### src/rtl/crypto_io_pkg.sv
// rtl/crypto_io_pkg.sv - shared state encoding and default field sizes for the crypto byte interface
package crypto_io_pkg;

    typedef enum logic [3:0] {
        ST_IDLE,
        ST_SALT_IN,
        ST_PW_IN,
        ST_KEY_WAIT,
        ST_MSG_WAIT_HOST,
        ST_MSG_IN,
        ST_MSG_HS,
        ST_RES_WAIT,
        ST_OUT_CIPH,
        ST_OUT_GAP,
        ST_OUT_MAC
    } state_t;

    localparam int DEF_SALT_BYTES   = 16;
    localparam int DEF_PW_MAX_BYTES = 32;
    localparam int DEF_MSG_BYTES    = 16;
    localparam int DEF_CIPH_BYTES   = 16;
    localparam int DEF_MAC_BYTES    = 32;

    localparam int DEF_SALT_CW = $clog2(DEF_SALT_BYTES + 1);
    localparam int DEF_PW_CW   = $clog2(DEF_PW_MAX_BYTES + 1);
    localparam int DEF_MSG_CW  = $clog2(DEF_MSG_BYTES + 1);

    function automatic int max_int(input int a, input int b);
        return (a > b) ? a : b;
    endfunction

endpackage

### src/rtl/word_shift_in.sv
// rtl/word_shift_in.sv - MSB-first word collector with fill count; stops accepting once DEPTH words are held
module word_shift_in
    import crypto_io_pkg::*;
#(
    parameter int DEPTH = DEF_SALT_BYTES,
    parameter int DW    = 8,
    localparam int CW   = $clog2(DEPTH + 1)
) (
    input  logic                clk,
    input  logic                rst_n,
    input  logic                clr,
    input  logic                shift,
    input  logic [DW-1:0]       din,
    output logic [DEPTH*DW-1:0] data,
    output logic [CW-1:0]       count
);

    logic [DEPTH*DW-1:0] base_data;
    logic [DEPTH*DW-1:0] next_data;
    logic [CW-1:0]       base_count;
    logic [CW-1:0]       next_count;

    // Words land at fixed slots from the top so a short fill leaves the LSB end zero.
    always_comb begin
        base_data  = clr ? '0 : data;
        base_count = clr ? '0 : count;
        next_data  = base_data;
        next_count = base_count;
        if (shift && (base_count < CW'(DEPTH))) begin
            next_data[(DEPTH - 1 - int'(base_count)) * DW +: DW] = din;
            next_count = base_count + CW'(1);
        end
    end

    always_ff @(posedge clk or negedge rst_n) begin
        if (!rst_n) begin
            data  <= '0;
            count <= '0;
        end else begin
            data  <= next_data;
            count <= next_count;
        end
    end

endmodule

### src/rtl/crypto_byte_io.sv
// rtl/crypto_byte_io.sv - byte-serial host framing for the crypto core: key/message collection and result serialisation
module crypto_byte_io
    import crypto_io_pkg::*;
#(
    parameter int DW           = 8,
    parameter int SALT_BYTES   = DEF_SALT_BYTES,
    parameter int PW_MAX_BYTES = DEF_PW_MAX_BYTES,
    parameter int MSG_BYTES    = DEF_MSG_BYTES,
    parameter int CIPH_BYTES   = DEF_CIPH_BYTES,
    parameter int MAC_BYTES    = DEF_MAC_BYTES,
    parameter int MODE_W       = 1
) (
    input  logic                               clk,
    input  logic                               rst_n,
    input  logic [DW-1:0]                      i_data,
    input  logic                               i_start,
    input  logic [MODE_W-1:0]                  i_mode,
    output logic                               o_ien,
    output logic [DW-1:0]                      o_data,
    output logic                               o_valid,
    output logic                               o_err,
    output logic [SALT_BYTES*DW-1:0]           key_salt,
    output logic [PW_MAX_BYTES*DW-1:0]         key_pw,
    output logic [$clog2(PW_MAX_BYTES+1)-1:0]  key_pw_len,
    output logic [MODE_W-1:0]                  key_mode,
    output logic                               key_valid,
    input  logic                               key_ready,
    output logic [MSG_BYTES*DW-1:0]            msg_data,
    output logic                               msg_valid,
    input  logic                               msg_ready,
    input  logic [CIPH_BYTES*DW-1:0]           res_cipher,
    input  logic [MAC_BYTES*DW-1:0]            res_mac,
    input  logic                               res_valid,
    output logic                               res_ready
);

    localparam int SALT_CW = $clog2(SALT_BYTES + 1);
    localparam int MSG_CW  = $clog2(MSG_BYTES + 1);
    localparam int OUT_CW  = $clog2(max_int(CIPH_BYTES, MAC_BYTES) + 1);

    state_t                  state;
    logic [SALT_CW-1:0]      salt_cnt;
    logic [MSG_CW-1:0]       msg_cnt;
    logic [OUT_CW-1:0]       out_idx;
    logic [CIPH_BYTES*DW-1:0] cipher_q;
    logic [MAC_BYTES*DW-1:0]  mac_q;

    logic frame_start;
    logic salt_shift;
    logic pw_shift;
    logic msg_shift;

    assign frame_start = (state == ST_IDLE) && i_start;
    assign salt_shift  = i_start && ((state == ST_IDLE) || (state == ST_SALT_IN));
    assign pw_shift    = i_start && (state == ST_PW_IN);
    assign msg_shift   = i_start && ((state == ST_MSG_WAIT_HOST) || (state == ST_MSG_IN));

    word_shift_in #(.DEPTH(SALT_BYTES), .DW(DW)) u_salt (
        .clk   (clk),
        .rst_n (rst_n),
        .clr   (frame_start),
        .shift (salt_shift),
        .din   (i_data),
        .data  (key_salt),
        .count (salt_cnt)
    );

    word_shift_in #(.DEPTH(PW_MAX_BYTES), .DW(DW)) u_pw (
        .clk   (clk),
        .rst_n (rst_n),
        .clr   (frame_start),
        .shift (pw_shift),
        .din   (i_data),
        .data  (key_pw),
        .count (key_pw_len)
    );

    word_shift_in #(.DEPTH(MSG_BYTES), .DW(DW)) u_msg (
        .clk   (clk),
        .rst_n (rst_n),
        .clr   (frame_start),
        .shift (msg_shift),
        .din   (i_data),
        .data  (msg_data),
        .count (msg_cnt)
    );

    always_ff @(posedge clk or negedge rst_n) begin
        if (!rst_n) begin
            state     <= ST_IDLE;
            o_ien     <= 1'b0;
            o_err     <= 1'b0;
            o_valid   <= 1'b0;
            o_data    <= '0;
            key_mode  <= '0;
            key_valid <= 1'b0;
            msg_valid <= 1'b0;
            res_ready <= 1'b0;
            cipher_q  <= '0;
            mac_q     <= '0;
            out_idx   <= '0;
        end else begin
            o_err <= 1'b0;
            case (state)
                ST_IDLE: begin
                    if (i_start) begin
                        key_mode <= i_mode;
                        o_ien    <= 1'b1;
                        state    <= (SALT_BYTES == 1) ? ST_PW_IN : ST_SALT_IN;
                    end
                end
                ST_SALT_IN: begin
                    if (!i_start) begin
                        o_err <= 1'b1;
                        o_ien <= 1'b0;
                        state <= ST_IDLE;
                    end else if (salt_cnt == SALT_CW'(SALT_BYTES - 1)) begin
                        state <= ST_PW_IN;
                    end
                end
                ST_PW_IN: begin
                    if (!i_start) begin
                        key_valid <= 1'b1;
                        state     <= ST_KEY_WAIT;
                    end
                end
                ST_KEY_WAIT: begin
                    if (key_ready) begin
                        key_valid <= 1'b0;
                        o_ien     <= 1'b0;
                        state     <= ST_MSG_WAIT_HOST;
                    end
                end
                ST_MSG_WAIT_HOST: begin
                    if (i_start) begin
                        if (MSG_BYTES == 1) begin
                            msg_valid <= 1'b1;
                            state     <= ST_MSG_HS;
                        end else begin
                            state <= ST_MSG_IN;
                        end
                    end
                end
                ST_MSG_IN: begin
                    if (!i_start) begin
                        o_err <= 1'b1;
                        state <= ST_IDLE;
                    end else if (msg_cnt == MSG_CW'(MSG_BYTES - 1)) begin
                        msg_valid <= 1'b1;
                        state     <= ST_MSG_HS;
                    end
                end
                ST_MSG_HS: begin
                    if (msg_ready) begin
                        msg_valid <= 1'b0;
                        res_ready <= 1'b1;
                        state     <= ST_RES_WAIT;
                    end
                end
                ST_RES_WAIT: begin
                    if (res_valid) begin
                        cipher_q  <= res_cipher;
                        mac_q     <= res_mac;
                        res_ready <= 1'b0;
                        o_valid   <= 1'b1;
                        o_data    <= res_cipher[DW-1:0];
                        out_idx   <= OUT_CW'(1);
                        state     <= ST_OUT_CIPH;
                    end
                end
                ST_OUT_CIPH: begin
                    if (out_idx == OUT_CW'(CIPH_BYTES)) begin
                        o_valid <= 1'b0;
                        o_data  <= '0;
                        out_idx <= '0;
                        state   <= ST_OUT_GAP;
                    end else begin
                        o_data  <= cipher_q[int'(out_idx) * DW +: DW];
                        out_idx <= out_idx + OUT_CW'(1);
                    end
                end
                // One idle beat so the host sees a fresh o_valid rising edge for the MAC.
                ST_OUT_GAP: begin
                    o_valid <= 1'b1;
                    o_data  <= mac_q[DW-1:0];
                    out_idx <= OUT_CW'(1);
                    state   <= ST_OUT_MAC;
                end
                ST_OUT_MAC: begin
                    if (out_idx == OUT_CW'(MAC_BYTES)) begin
                        o_valid <= 1'b0;
                        o_data  <= '0;
                        out_idx <= '0;
                        state   <= ST_IDLE;
                    end else begin
                        o_data  <= mac_q[int'(out_idx) * DW +: DW];
                        out_idx <= out_idx + OUT_CW'(1);
                    end
                end
                default: state <= ST_IDLE;
            endcase
        end
    end

endmodule

### config.mk
export PLATFORM = sky130hd
export DESIGN_NAME = crypto_byte_io
export DESIGN_NICKNAME = d
export VERILOG_FILES = /design/src/rtl/crypto_io_pkg.sv /design/src/rtl/word_shift_in.sv /design/src/rtl/crypto_byte_io.sv
export SDC_FILE = /design/constraint.sdc
export NUM_CORES = 2
export LEC_CHECK = 0
export ABC_AREA = 1
export ABC_CLOCK_PERIOD_IN_PS = 3500
export BUFFER_PORTS_ARGS = -buffer_cell sky130_fd_sc_hd__buf_4
export CORE_AREA = 2 2 366 368
export CTS_CLUSTER_SIZE = 25
export DETAILED_ROUTE_END_ITERATION = 8
export DIE_AREA = 0 0 368 370
export SYNTH_ARGS = -nofsm -noshare
export SYNTH_HDL_FRONTEND = slang
export SYNTH_SLANG_ARGS = --single-unit
export TNS_END_PERCENT = 30
### constraint.sdc
create_clock -name clk -period 3.5 [get_ports clk]
set_input_delay 0.175 -clock clk [delete_from_list [all_inputs] [get_ports clk]]
set_output_delay 0.175 -clock clk [all_outputs]
set_load 0.01 [all_outputs]
==> summary.txt <==
Drt
  • Vias: around 45,000
  • Initial drt markers: 4,221
  • ANT nets after route: 0
  • Via/cell ratio: slightly below 5
  • WL/cell: around 20 µm
  • Drc violations: 0
  • First drt pass iteration count: 6
  • WL final: approximately 180,000 µm

Worst setup path
  • Crit path launch type: flop
  • Worst R2R End: u_msg.data[29]
  • Reg2reg start: state[0]
  • Crit-path leading delay family: simple AND/OR/NAND/NOR gates
  • CP Depth: 17
  • Worst EP arrival: roughly 3.8 ns
  • Critical path type: flop to flop
  • Element type at the critical path end: flop
  • Critical path cell sequence: nor2_4, nand3_4, buf_4, nand2_1, inv_1, ha_1, buf_4, nand2_1, o21ai_0, nand2_1, nor2_1, nand4_1, nor2_1, nand4_1, buf_4, nand3_1, o21ai_0
  • CP startpoint: state[0]
  • Reg2Reg Depth: 17
  • Crit path max fanout: 12
  • Critical Path RT: between 4 and 5 ns
  • Flop2flop setup slack: around 0.3 ns
  • Slowest-stage cell, CP: dfrtp_2
  • Delay of the slowest critical-path stage: roughly 0.44 ns
  • Worst setup endpoint: u_msg.data[29]
  • WP buf/inv: 4

Final layout
  • P&R area growth vs syn: 39.9%
  • Final #Nets: approximately 7,600
  • Layout cells sized above 1: 0.192
  • Finished Core Util: 0.466

Floorplanning
  • Die area: roughly 140,000 µm²
  • Die Ht: about 370 µm
  • Core area: around 130,000 µm²
  • Die width: between 300 and 400 µm
  • Initial Util: 0.333
  • Io pins: approximately 930
  • Std-Cell Rows: between 100 and 150

Yosys
  • Mapped Area: roughly 44,000 µm²
  • Simple-Gate Fraction of Synth Area: 0.304
  • Mux contribution to synthesized area: 0
  • Top cells by area, synth: dfrtp_1 (53%), nand2_1 (21%), o21ai_0 (5.9%)
  • Adder-Cell Fraction of Synth Area: 0.00510
  • Xor/xnor cell area share of the yosys netlist: 0.000595
  • Mapped Avg Cell Area: between 7 and 8 µm²
  • #FFs+latches synth: about 940
  • Post-synthesis compound-gate area fraction: 0.0805
  • Synth warn: 0
  • Seq/Total Area, Yosys: 0.531
  • Post-synthesis instance total: a little under 6,000
  • Top-area cell type share of the netlist area: 0.531
  • Main combinational cell family by area after synthesis: simple AND/OR/NAND/NOR gates
  • Post-synth EDFFs: 0
  • Synth top cells by count: nand2_1 (2,484), dfrtp_1 (937), inv_1 (540)
  • Biggest area consumer among synthesized cells: dfrtp_1
  • Post-synth net total: 6,262
  • Most numerous cell in the Yosys netlist: nand2_1
  • Async SR Flop Fraction: 1.00
  • Post-synthesis cell type count: 42
  • Ys flop type: dfrtp_1

Clocking
  • Worst-Skew Late Latency: roughly 0.73 ns
  • Num CTS Buffers: ~100
  • Clk slew on worst S/H paths: 0.06 ns
  • Clock tree buffer depth: 3
  • CTS Sinks: between 900 and 1,000
  • Root Buffer: clkbuf_16
  • CTS tree: yes
  • Clock H-tree levels: 3

STA
  • RSZ-0062 raised after global routing: false
  • Fin Hold WS: ~0.037 ns
  • Fmax: around 310 MHz
  • Slew Limit Headroom: 0.169
  • Setup TNS Final: 0 ns
  • Max-slew violations: 0
  • Clk_skew: ~0.051 ns
  • Final setup viols: 0
  • Slew @ Worst Pin: between 1 and 1.5 ns
  • Clock period minus worst slack: about 3.2 ns
  • Final worst-path cycle share: 0.916
  • Fin. Hold Viols: 0

Global routing
  • GRT Residual Overflow: 0
  • First-pass GRT wire length: between 200,000 and 300,000 µm
  • Gr usage total: 0.255
  • Largest net degree at the start of global routing: 210
  • Vias in the first global route: ~42,000
  • Initial antenna violation count: 4

Power and ir drop
  • P_leak: 34.7 nW
  • Worst vdd ir: ~450 µV
  • Power Density: 626 nW/µm²

Place
  • Count of buffers from port buffering: ~930
  • Final Wtd Congestion: slightly above 0.9
  • Hpwl dp: 128,000 µm

Hold path
  • HP Class: primary input to asynchronous set/reset pin

Job
  • Maxcap violations: 0

Status
  • Status: completed
## metal layers
layer	part of all wire	global-route usage	vias to the layer above
met4	0.055	0.135	6
met1	0.42	0.335	21200
met5	0.00021	0	-
met3	0.073	0.0439	370
met2	0.46	0.404	1945
li1	-	-	21000
## final cells by class
type / instances / area (µm²)
antenna: 2 / 5.00
clock inverter: 39 / 598
sequential: 937 / 23500
tap: 1768 / 2210
timing repair buffer: 1540 / 13000
multi-input combinational: 4020 / 17400
fill: 12900 / 70700
inverter: 560 / 2110
clock buffer: 146 / 2960
## power breakdown
group          leakage [nW]  switching [mW]  total (mW)  internal [mW]
logic                  20.2            8.34        12.8           4.42
registers              12.7            1.38        14.4           13.0
clock network          1.74            4.82        11.5           6.66
total                  34.7            14.5        38.7           24.1
## how the worst min path moves through the flow
stage               from              to  depth (start not counted)
2_1_floorplan      rst_n     cipher_q[0]                          0
3_3_place_gp       rst_n  u_pw.data[245]                          1
4_1_cts        i_data[5]  u_salt.data[5]                          3
6_report           rst_n  u_pw.data[213]                          2
3_5_place_dp       rst_n  u_pw.data[245]                          1
5_1_grt            rst_n  u_pw.data[213]                          2
## registers in the layout, summed over array words and instances (netlist names)
name and flops:
u_pw.data 256, o_valid 1, key_mode 1, mac_q 256, o_err 1, msg_valid 1, out_idx 6, res_ready 1
u_salt.count 5, u_salt.data 128, state 4, o_ien 1, o_data 8, u_msg.data 128, u_msg.count 5, u_pw.count 6
cipher_q 128, key_valid 1
## worst register-to-register path: stages, from the launching register on
cell     delay [ns]
dfrtp_2        0.44
nor2_4         0.17
nand3_4        0.18
buf_4          0.19
nand2_1        0.15
inv_1          0.07
ha_1           0.29
buf_4          0.19
nand2_1        0.06
o21ai_0        0.14
nand2_1        0.07
nor2_1         0.15
nand4_1        0.20
nor2_1         0.18
nand4_1        0.18
buf_4          0.24
nand3_1        0.07
o21ai_0        0.11
## cell usage in the layout, fill, tap and decap left out, drive strengths merged, types with 3 or more instances in the layout
cell,count
nor2,369
nand4,191
or2,6
o22ai,29
nor3,17
nor4,3
nand3,247
clkinv,37
o221ai,8
a21oi,53
ha,18
buf,1147
o21ai,532
clkinvlp,3
inv,549
nand2,2493
xor2,3
bufinv,10
o211ai,40
dlygate4sd3,393
dfrtp,937
clkbuf,146
## kinds of logic after synthesis
logic type      count (synthesis)
simple gates                 3326
flops                         937
buf+inv                       889
compound gates                672
fa+ha+maj                      18
xor+xnor                        3
## metrics by stage
stage	setup slack, ns	instances	power (mW)	instance area [µm²]
2_1_floorplan	0.233	5845	21.5	44200
3_3_place_gp	0.118	8424	26.6	54100
3_5_place_dp	-0.0136	8424	26.7	54100
4_1_cts	0.0166	9002	38.6	61600
5_1_grt	0.00183	9011	40.9	61800
6_report	0.294	9012	38.7	61800
## what timing repair did
item                                    in CTS  in global routing
gates resized for setup                      1                 33
hold buffers                               393                  0
pin swaps                                    0                  2
gates cloned                                 0                  1
endpoints found under the setup margin       7                402
setup buffers                                0                  7
hold endpoints to repair                   486                  0
(Power assumes the default switching activity.)
